<file path="config.mk">
export PLATFORM = sky130hd
export DESIGN_NAME = dmem_lsu
export DESIGN_NICKNAME = d
export VERILOG_FILES = /design/src/rtl/dmem_lsu.sv
export SDC_FILE = /design/constraint.sdc
export NUM_CORES = 1
export LEC_CHECK = 0
export CAP_MARGIN = 20
export CORE_UTILIZATION = 44
export CTS_BUF_LIST = sky130_fd_sc_hd__clkbuf_4 sky130_fd_sc_hd__clkbuf_8
export CTS_CLUSTER_DIAMETER = 40
export DETAILED_ROUTE_END_ITERATION = 12
export PLACE_DENSITY = 0.82
export RECOVER_POWER = 100
export SKIP_LAST_GASP = 1
export SYNTH_ARGS = -nofsm -noshare
export SYNTH_HDL_FRONTEND = slang
export SYNTH_SLANG_ARGS = --single-unit
</file>
<file path="constraint.sdc">
create_clock -name clk -period 2.3 [get_ports clk]
set_clock_uncertainty 0.2 [all_clocks]
set_input_delay 0.46 -clock clk [delete_from_list [all_inputs] [get_ports clk]]
set_output_delay 0.46 -clock clk [all_outputs]
set_load 0.01 [all_outputs]
</file>
<file path="src/rtl/dmem_lsu.sv">
// Load/store unit between the core data port and a word-organised SRAM.
// Optional build macro: MISALIGN_TRAP_EN (trap misaligned half/word instead of truncating the address).
module dmem_lsu #(
    parameter int ADDR_WIDTH     = 32,
    parameter int MEM_ADDR_WIDTH = 10,
    parameter int DATA_WIDTH     = 32
) (
    input  logic                      clk,
    input  logic                      rst_n,
    input  logic                      req_valid,
    output logic                      req_ready,
    input  logic                      req_we,
    input  logic [1:0]                req_size,
    input  logic                      req_unsigned,
    input  logic [ADDR_WIDTH-1:0]     req_addr,
    input  logic [DATA_WIDTH-1:0]     req_wdata,
    output logic                      resp_valid,
    output logic [DATA_WIDTH-1:0]     resp_rdata,
    output logic                      resp_err,
    output logic                      mem_sel,
    output logic                      mem_we,
    output logic [3:0]                mem_byte_en,
    output logic [MEM_ADDR_WIDTH-1:0] mem_addr,
    output logic [DATA_WIDTH-1:0]     mem_din,
    input  logic [DATA_WIDTH-1:0]     mem_dout,
    input  logic                      mem_ack
);

    typedef enum logic [1:0] {IDLE, ISSUE, WAIT, RESP} state_t;

    state_t                    state_q;
    logic                      req_ready_q;
    logic                      we_q;
    logic [1:0]                size_q;
    logic                      uns_q;
    logic [1:0]                off_q;
    logic                      resp_valid_q;
    logic                      resp_err_q;
    logic [DATA_WIDTH-1:0]     resp_rdata_q;
    logic                      mem_sel_q;
    logic                      mem_we_q;
    logic [3:0]                mem_byte_en_q;
    logic [MEM_ADDR_WIDTH-1:0] mem_addr_q;
    logic [DATA_WIDTH-1:0]     mem_din_q;

    logic [1:0]            off_d;
    logic                  legal_d;
    logic [3:0]            byte_en_d;
    logic [DATA_WIDTH-1:0] din_d;
    logic [DATA_WIDTH-1:0] lane;
    logic [DATA_WIDTH-1:0] load_ext;
    logic                  unused_addr;

    assign unused_addr = ^req_addr[ADDR_WIDTH-1:MEM_ADDR_WIDTH+2];

    always_comb begin
        off_d   = req_addr[1:0];
        legal_d = (req_size != 2'd3);
`ifdef MISALIGN_TRAP_EN
        if (req_size == 2'd1 && req_addr[0])
            legal_d = 1'b0;
        if (req_size == 2'd2 && req_addr[1:0] != 2'b00)
            legal_d = 1'b0;
`else
        // Misaligned half/word accesses silently drop the offending low bits.
        if (req_size == 2'd1)
            off_d = {req_addr[1], 1'b0};
        else if (req_size == 2'd2)
            off_d = 2'b00;
`endif
    end

    always_comb begin
        case (req_size)
            2'd0:    byte_en_d = 4'b0001 << off_d;
            2'd1:    byte_en_d = 4'b0011 << off_d;
            default: byte_en_d = 4'b1111;
        endcase
    end

    // Store data is replicated so every lane the byte enables may select carries it.
    for (genvar gi = 0; gi < 4; gi++) begin : g_lane
        assign din_d[gi*8 +: 8] = (req_size == 2'd0) ? req_wdata[7:0] :
                                  (req_size == 2'd1) ? req_wdata[(gi%2)*8 +: 8] :
                                                       req_wdata[gi*8 +: 8];
    end

    assign lane = mem_dout >> {off_q, 3'b000};

    always_comb begin
        case (size_q)
            2'd0:    load_ext = {{24{~uns_q & lane[7]}},  lane[7:0]};
            2'd1:    load_ext = {{16{~uns_q & lane[15]}}, lane[15:0]};
            default: load_ext = lane;
        endcase
    end

    always_ff @(posedge clk or negedge rst_n) begin
        if (!rst_n) begin
            state_q       <= IDLE;
            req_ready_q   <= 1'b1;
            we_q          <= 1'b0;
            size_q        <= 2'd0;
            uns_q         <= 1'b0;
            off_q         <= 2'd0;
            resp_valid_q  <= 1'b0;
            resp_err_q    <= 1'b0;
            resp_rdata_q  <= '0;
            mem_sel_q     <= 1'b0;
            mem_we_q      <= 1'b0;
            mem_byte_en_q <= 4'b0000;
            mem_addr_q    <= '0;
            mem_din_q     <= '0;
        end else begin
            case (state_q)
                IDLE: begin
                    if (req_valid) begin
                        we_q        <= req_we;
                        size_q      <= req_size;
                        uns_q       <= req_unsigned;
                        off_q       <= off_d;
                        req_ready_q <= 1'b0;
                        if (legal_d) begin
                            state_q       <= ISSUE;
                            mem_sel_q     <= 1'b1;
                            mem_we_q      <= req_we;
                            mem_byte_en_q <= byte_en_d;
                            mem_addr_q    <= req_addr[MEM_ADDR_WIDTH+1:2];
                            mem_din_q     <= din_d;
                        end else begin
                            state_q      <= RESP;
                            resp_valid_q <= 1'b1;
                            resp_err_q   <= 1'b1;
                            resp_rdata_q <= '0;
                        end
                    end
                end
                ISSUE: begin
                    mem_sel_q <= 1'b0;
                    mem_we_q  <= 1'b0;
                    state_q   <= WAIT;
                end
                WAIT: begin
                    if (mem_ack) begin
                        state_q      <= RESP;
                        resp_valid_q <= 1'b1;
                        resp_err_q   <= 1'b0;
                        resp_rdata_q <= we_q ? '0 : load_ext;
                    end
                end
                default: begin
                    state_q      <= IDLE;
                    resp_valid_q <= 1'b0;
                    resp_err_q   <= 1'b0;
                    resp_rdata_q <= '0;
                    req_ready_q  <= 1'b1;
                end
            endcase
        end
    end

    assign req_ready   = req_ready_q;
    assign resp_valid  = resp_valid_q;
    assign resp_err    = resp_err_q;
    assign resp_rdata  = resp_rdata_q;
    assign mem_sel     = mem_sel_q;
    assign mem_we      = mem_we_q;
    assign mem_byte_en = mem_byte_en_q;
    assign mem_addr    = mem_addr_q;
    assign mem_din     = mem_din_q;

endmodule

</file>
After elaboration in Yosys (flattened, before gate mapping)
Index checks and enable logic that the tools add are counted.

Divide/modulo/power cells: 0. Equal/unequal tests: 10. $lt $le $gt $ge: 0. Shifts and indexed selects: 3. Reduce and logical (&&, ||, !) cells: 11. Add/sub/neg operators: 0. Multiplexer cells: 32. $mul: 0. Bitwise operators: 5.

Operators by type and width (number): $mux 32 (4); $pmux 32 s3 (1); $pmux 32 s2 (1); $mux 8 (5); $shr 32x5->32 (1); $mux 2 (5); $ne 2x2->1 const B (5); $mux 1 (9); $pmux 4 s2 (1); $eq 2x1->1 const B (3); $logic_not 2->1 (3); $pmux 1 s2 (3); $pmux 1 s3 (2); $pmux 2 s3 (1); $reduce_and 2->1 (3); $reduce_and 3->1 (2); $eq 2x2->1 const B (2); $reduce_and 4->1 (1); $shl 1x2->4 const A (1); $shl 2x2->4 const A (1); $not 1->1 (3); $and 1x1->1 (2); $reduce_bool 2->1 (1); $reduce_or 2->1 (1).

Memories kept: 0. ROM bits: 0. RAM bits: 0. Register bits after elaboration: 91. Output and inout bits: 83. Bits in latches: 0. Input bits: 104.

Depth between registers and ports, before layout
Gate-level depths: netlist (run 1).

Depth in word-level cells: 6. Depth in mapped cells: 9.

Worst setup path before layout (run 1)
Ideal clock, no wire load.

Path type: register to register. Start: reg state_q[0]. End: reg resp_err_q, in the netlist resp_err. Cell stages (with the launch flop): 8. Clock period less this slack: 2070 ps. Library setup time: 125 ps. Path slack: 230 ps. Arrival: 1745 ps. Data required time: 1975 ps. Path through: dfrtp_1 -> inv_1 -> ha_1 -> clkbuf_1 -> a221o_1 -> clkbuf_1 -> buf_2 -> mux2_2.

Longest elaborated chain between the ends: 3.

Ends and longest elaborated chain: start: declaration (line 31) `state_t state_q;`; start signal: assignment (line 100) `state_q <= IDLE;`; start signal: assignment (line 124) `state_q <= ISSUE;`; start signal: assignment (line 131) `state_q <= RESP;`; $eq 2x2->1, or another cell as far along (line 115) `case (state_q)`; $ne 2x2->1 (no line) or $not 1->1 (tied branches); $reduce_and 4->1 (no line); end signal: assignment (line 107) `resp_err_q <= 1'b0;`; end signal: assignment (line 133) `resp_err_q <= 1'b1;`; end signal: assignment (line 147) `resp_err_q <= 1'b0;`; end: declaration (line 38) `logic resp_err_q;`.

Parallel ways exist; a longest one is shown, timed or not. A chain may end at the register's enable or synchronous reset.

Final worst setup path (run 1)
Start: reg req_ready_q, in the netlist req_ready. End: out req_ready.

RTL lines: start: declaration (line 32) `logic req_ready_q;`; start signal: assignment (line 101) `req_ready_q <= 1'b1;`; start signal: assignment (line 122) `req_ready_q <= 1'b0;`; start signal: assignment (line 156) `req_ready_q <= 1'b1;`; end: declaration (line 11) `output logic req_ready,`.

No word-level cell between the ends.

==> flow_summary.json, run 1 <==
{
  "hold_start": "mem_addr[5]",
  "path_buf_inv": 1,
  "maxCapViolations": 0,
  "swShare_pct": 38.1,
  "grt_setup_unrepaired": "false",
  "yosys-top-cells-area": "dfrtp_1 51%, nand2_1 10%, mux2i_1 9.1%",
  "synthTopCellsByCount": "122 x nand2_1, 90 x dfrtp_1, 41 x o21ai_0",
  "dp_cells": 756,
  "crit_family": "buffers and inverters",
  "ant_nets": 0,
  "rows": 36,
  "drive_gt1_share_pct": 9.53,
  "cts_buffers": 9,
  "grt_first_pass_wirelength_um": 20100,
  "cts.sinks": 91,
  "synth_enable_flop_cells": 0,
  "required_ns": 1.64,
  "grt_max_degree": 47,
  "cpPeakStageDelay_ns": 0.60,
  "pin_count": 187,
  "start_kind": "flip-flop",
  "drt_iter0_markers": 99,
  "async_flop_share_pct": 100,
  "hold_path_depth": 2,
  "arrival_ns": 1.49,
  "crit_path_start": "req_ready",
  "timing.slew.headroom_pct": 28.4,
  "p_int_uw": 4440,
  "dieArea_mm2": 0.0104,
  "viasPerCell": 5.36,
  "cts_root_buf": "clkbuf_8",
  "grt_antenna_before_repair": 0,
  "status": "finished, final reports clean",
  "slew_violations": 0,
  "initial_core_util_pct": 45.2,
  "fillers": 819,
  "cts_setup_buffers": 0,
  "power_uw": 7170,
  "first_global_vias": 4123,
  "ys.flop_type": "dfrtp_1",
  "path_cells": "dlygate4sd3_1",
  "yosysMostFrequentCell": "nand2_1",
  "antennaDiodeCount": 0,
  "hold_ws_ns": 0.274,
  "yosysTopAreaCellShare_pct": 51.0,
  "leakage_uw": 0.00303,
  "hold_violations": 0,
  "synth_seq_area_share_pct": 51.6,
  "yosysWarnings": 0,
  "fp.dieW_um": 102,
  "synth.avg_cell_area_um2": 9.57,
  "crit_fanout": 2,
  "ir_drop_mv": 0.511,
  "power_frac_comb_pct": 48.1,
  "crit_type": "reg -> out",
  "fin_crit_sh_pct": 93.4,
  "netlist_instances": 462,
  "clock_path_buffers": 2,
  "preCtsSetupSlack_ns": -0.122,
  "post-synth-top-area-cell": "dfrtp_1",
  "syn2layout_area_growth_pct": 48.0,
  "dr.pass1.iters": 4,
  "h-tree-depth": 3,
  "critPathCaptureType": "output pin",
  "setup_tns_ns": 0,
  "routed_wl_um": 12900,
  "drcViolationCount": 0,
  "tightest_slew_ns": 1.07,
  "synth.distinct_cells": 45,
  "syn_nets": 570,
  "grt_remaining_overflow": 0,
  "p_per_area_mw_per_mm2": 1100,
  "rrSetupSlack_ns": 0.15,
  "gp_congestion": 0.877,
  "power.switching_uw": 2740,
  "setup_viol": 0,
  "cts.reportedPaths.clkPinSlew_ns": 0.09,
  "reg2reg_depth": 5,
  "hold_class": "reg -> reg",
  "timing.fmax_ghz": 0.466,
  "fin_nets": 743,
  "min_period_ns": 2.15,
  "insertion_delay_ns": 0.35,
  "setup_ws_ns": 0.152,
  "syn_area_mm2": 0.00442,
  "synth.ff_latch_count": 91,
  "layoutNonFillerInstCount": 773,
  "min_to": "mem_addr[5]",
  "hpwl_um": 9730,
  "grt_use_total_pct": 25.3,
  "fp.dieH_um": 102,
  "num_vias": 4146,
  "reg2reg_to": "resp_rdata[17]",
  "core_mm2": 0.00977,
  "avgRoutedWirePerCell_um": 16.7,
  "clockPowerShare_pct": 15.9,
  "cts_tree": "built",
  "timing.critical_path.slowest_stage_cell": "dlygate4sd3_1",
  "r2r_start": "state_q[0]",
  "io_buffers": 166,
  "seq_power_share_pct": 36.0
}
[worst max-delay path by stage]
stage / cells past startpoint / to
after global placement: 5 / resp_rdata[9]
after global routing: 5 / resp_rdata[18]
after detailed placement: 5 / resp_rdata[14]
after CTS: 1 / req_ready
after floorplan: 7 / resp_err
final: 1 / req_ready
[logic make-up after synthesis]
group / count (synthesis) / synth area share, %
DFF: 91 / 51.6
adders and majority gates: 4 / 1.13
muxes: 53 / 12.6
and+or+nand+nor: 167 / 15.5
buffers and inverters: 41 / 4.22
AOI/OAI and AO/OA: 106 / 14.9
[layout by cell type (no fill, tap or decap), types with 2 or more instances in the layout]
master and n:
o311ai_0 4, mux2_2 12, ha_1 4, clkbuf_2 4
a211oi_1 2, clkdlybuf4s50_1 82, buf_4 16, a22o_1 2
a221oi_1 8, mux2i_1 40, a21oi_1 21, nand3_1 2
o21ai_0 48, o311ai_1 4, dlygate4sd3_1 84, dfrtp_1 90
clkinv_4 3, clkbuf_1 4, nor4_1 2, nand2b_1 2
buf_12 3, nand2_1 122, nor2_1 28, clkbuf_8 11
o211ai_1 8, inv_1 7
[metrics by stage]
step,instance area (um2),util (%)
6_report,6540,66.9
4_1_cts,6600,67.5
3_5_place_dp,6380,65.2
5_1_grt,6540,66.9
3_3_place_gp,6380,65.2
2_1_floorplan,4420,-
[what timing repair did]
action                    CTS  global route
gates resized for setup     0             0
hold endpoints to repair   36             0
hold buffers                1             0
[power groups by stage]
stage	Combinational [uW]	Clock, uW	Sequential (uW)
global route	3790	1230	2660
floorplan	1680	0	2820
CTS	3790	1170	2610
global placement	3670	0	2600
detailed placement	3780	0	2630
finish	3450	1140	2580
[sequential cells by signal (all words and copies together), names as in the netlist]
| register | cells |
|---|---|
| we_q | 1 |
| resp_valid | 1 |
| size_q | 2 |
| mem_addr | 10 |
| resp_err | 1 |
| resp_rdata | 32 |
| off_q | 2 |
| mem_din | 32 |
| mem_sel | 1 |
| mem_we | 1 |
| state_q | 2 |
| mem_byte_en | 4 |
| uns_q | 1 |
| req_ready | 1 |
[layer usage]
metal	vias to the layer above	GRT usage, %	share of wire (%)
met4	0	9.67	2.5
met1	1987	29.0	39
li1	1958	-	-
met2	176	44.0	49
met5	-	0	0
met3	25	7.93	9.2
[worst min-delay path, cell delays in order (launching register included)]
cell and delay, ns:
dfrtp_1 0.35, nand2_1 0.05, nand2_1 0.05
[cell type report]
cell class                 count  area [um2]  share of cell area, %
sequential                    91        2280                   34.8
multi-input combinational    330        1950                   29.9
timing repair buffer         196        1900                   29.1
tap                          133         166                   2.54
clock buffer                  11         151                   2.32
clock inverter                 5        61.3                  0.938
inverter                       7        26.3                  0.402
No activity file was read; power rests on OpenSTA's default activity.
==> run 2: changes to the inputs <==
- GPL_ROUTABILITY_DRIVEN: unset -> 1
==> results of run 2 <==
Final layout, timing and power as in run 1 (identical DEF).
==> run 3: changes to the inputs <==
- ABC_CLOCK_PERIOD_IN_PS: unset -> 1800
- CORE_UTILIZATION: 44 -> 40
- PLACE_DENSITY: 0.82 -> 0.79
- clock period: 2.3 -> 1.8 ns (I/O delays scaled with it)
==> run 3 against run 2 <==
The run now ends with setup timing left; die area rose by 9.8%; critical path depth rose by 6; count of clock-buffer cells in the layout rose by 4; combinational power rose by 57%; sequential cell count did not move; routed wire length rose by 15%; clock power rose by 23%; register-to-register slack got worse by 0.29 ns; total power rose by 42%; utilization fell by 1.2 points; design area rose by 8.4%; critical path type is now reg -> reg.
==> flow_summary.json, run 3 (same netlist as run 1, synthesis figures left out) <==
{
  "insertion_delay_ns": 0.36,
  "critPathMostFrequentCell": "buf_6",
  "avgRoutedWirePerCell_um": 18.0,
  "routed_wl_um": 14800,
  "grt_setup_unrepaired": "true",
  "hold_class": "in -> async",
  "syn2layout_area_growth_pct": 60.4,
  "drive_gt1_share_pct": 18.8,
  "h-tree-depth": 3,
  "grt_remaining_overflow": 0,
  "tightest_slew_ns": 0.569,
  "min_period_ns": 1.94,
  "start_kind": "flip-flop",
  "dieArea_mm2": 0.0115,
  "timing.critical_path.slowest_stage_cell": "dfrtp_1",
  "path_cells": "buf_6 > ha_4 > a221o_1 > buf_6 > clkbuf_16 > nand2_1 > o311ai_2",
  "leakage_uw": 0.00345,
  "maxCapViolations": 0,
  "fin_crit_sh_pct": 108,
  "final_common_cell": "nand2_1",
  "gp_congestion": 0.883,
  "grt_max_degree": 61,
  "layout_common_cells": "119 x nand2_1, 90 x dfrtp_1, 84 x dlygate4sd2_1",
  "drt_iter0_markers": 183,
  "grt_use_total_pct": 25.0,
  "power_frac_comb_pct": 53.2,
  "critPathCaptureType": "flip-flop",
  "utilization_pct": 65.7,
  "power.switching_uw": 3930,
  "clock_path_buffers": 2,
  "crit_fanout": 14,
  "dp_cells": 788,
  "cts.sinks": 91,
  "antennaDiodeCount": 0,
  "layoutNonFillerInstCount": 821,
  "first_global_vias": 4323,
  "required_ns": 1.83,
  "hpwl_um": 10400,
  "cts.reportedPaths.clkPinSlew_ns": 0.09,
  "dr.pass1.iters": 4,
  "swShare_pct": 38.6,
  "p_per_area_mw_per_mm2": 1430,
  "cts_root_buf": "clkbuf_8",
  "grt_antenna_before_repair": 0,
  "viasPerCell": 5.31,
  "hold_violations": 0,
  "status": "finished, violations left",
  "initial_core_util_pct": 40.9,
  "hold_ws_ns": 0.266,
  "setup_ws_ns": -0.142,
  "drcViolationCount": 0,
  "arrival_ns": 1.98,
  "setup_viol": 63,
  "fin_nets": 784,
  "ant_nets": 0,
  "grt_first_pass_wirelength_um": 22000,
  "power_uw": 10200,
  "clockPowerShare_pct": 13.8,
  "pin_count": 187,
  "ir_drop_mv": 0.675,
  "fp.dieH_um": 107,
  "rows": 38,
  "timing.slew.headroom_pct": 62.1,
  "violations": "setup timing",
  "cts_buffers": 9,
  "seq_power_share_pct": 33.0,
  "core_mm2": 0.0108,
  "io_buffers": 166,
  "cpPeakStageDelay_ns": 0.44,
  "cts_tree": "built",
  "num_vias": 4361,
  "slew_violations": 0,
  "fp.dieW_um": 107,
  "crit_type": "reg -> reg",
  "p_int_uw": 6240,
  "timing.fmax_ghz": 0.515
}
[run 3: cell types whose count changed in the layout (fill, tap and decap cells not counted), moves of 21 or more]
cell and change:
o21ai_0 -21, buf_4 +29, dlygate4sd3_1 -83, o21ai_1 +21, dlygate4sd2_1 +84
[run 3: final timing paths]
check                           slack [ns]  depth (start not counted)             end        from
worst min register to register        0.27                          2      mem_din[0]  mem_din[0]
max in group asynchronous             0.23                          3     mem_din[23]       rst_n
worst max-delay path                 -0.14                          7  resp_rdata[22]  state_q[1]
worst max register to register       -0.14                          7  resp_rdata[22]  state_q[1]
min in group clk                      0.27                          2      mem_din[0]  mem_din[0]
worst min-delay path                  0.27                          2      state_q[1]       rst_n
[run 3: timing repair]
item / 4_1_cts / 5_1_grt
hold buffers: 1 / 0
endpoints found under the setup margin: 161 / 82
endpoints found under the hold margin: 90 / 0
buffers inserted: 3 / 4
gates resized for setup: 92 / 37
cloned: 0 / 9
pin swaps: 1 / 6
[run 3: cell type report]
type / instances / area, um2
clock buffers: 15 / 194
flip-flops and latches: 91 / 2280
repair buffers: 236 / 2300
inverters: 7 / 26.3
multi-input cells: 331 / 2110
clock inverters: 1 / 5.00
fillers: 891 / 3700
well taps: 140 / 175
[run 3: worst max-delay path: cells and delay by family, from the launching register on]
kind                     cells  cell delay [ns]
buffers and inverters        3             0.45
AO/OA/AOI/OAI                2             0.48
adder cells (fa/ha/maj)      1             0.16
AND/OR/NAND/NOR              1             0.08
flip-flops                   1             0.44
[run 3: stage by stage]
step	worst slack, ns	setup TNS (ns)	instance area [um2]
floorplan	-0.0692	-1.05	4500
global placement	-0.462	-29.90	6650
detailed placement	-0.536	-32.27	6650
CTS	-0.0925	-1.51	6800
global route	-0.214	-9.12	7090
finish	-0.142	-4.82	7090
[run 3: routing by layer]
metal / up-vias / track usage, % / routed length, um
met2: 193 / 43.3 / 7320
met5: - / 0 / 0
met3: 18 / 7.96 / 1380
met1: 2119 / 29.6 / 5850
met4: 0 / 7.14 / 220
li1: 2031 / - / -
[run 3: power groups by stage]
stage               logic (uW)  registers [uW]  clock network (uW)
floorplan                 2360            3610                   0
CTS                       4840            3320                1430
global placement          5100            3350                   0
detailed placement        5230            3370                   0
global route              5880            3450                1510
finish                    5410            3350                1400
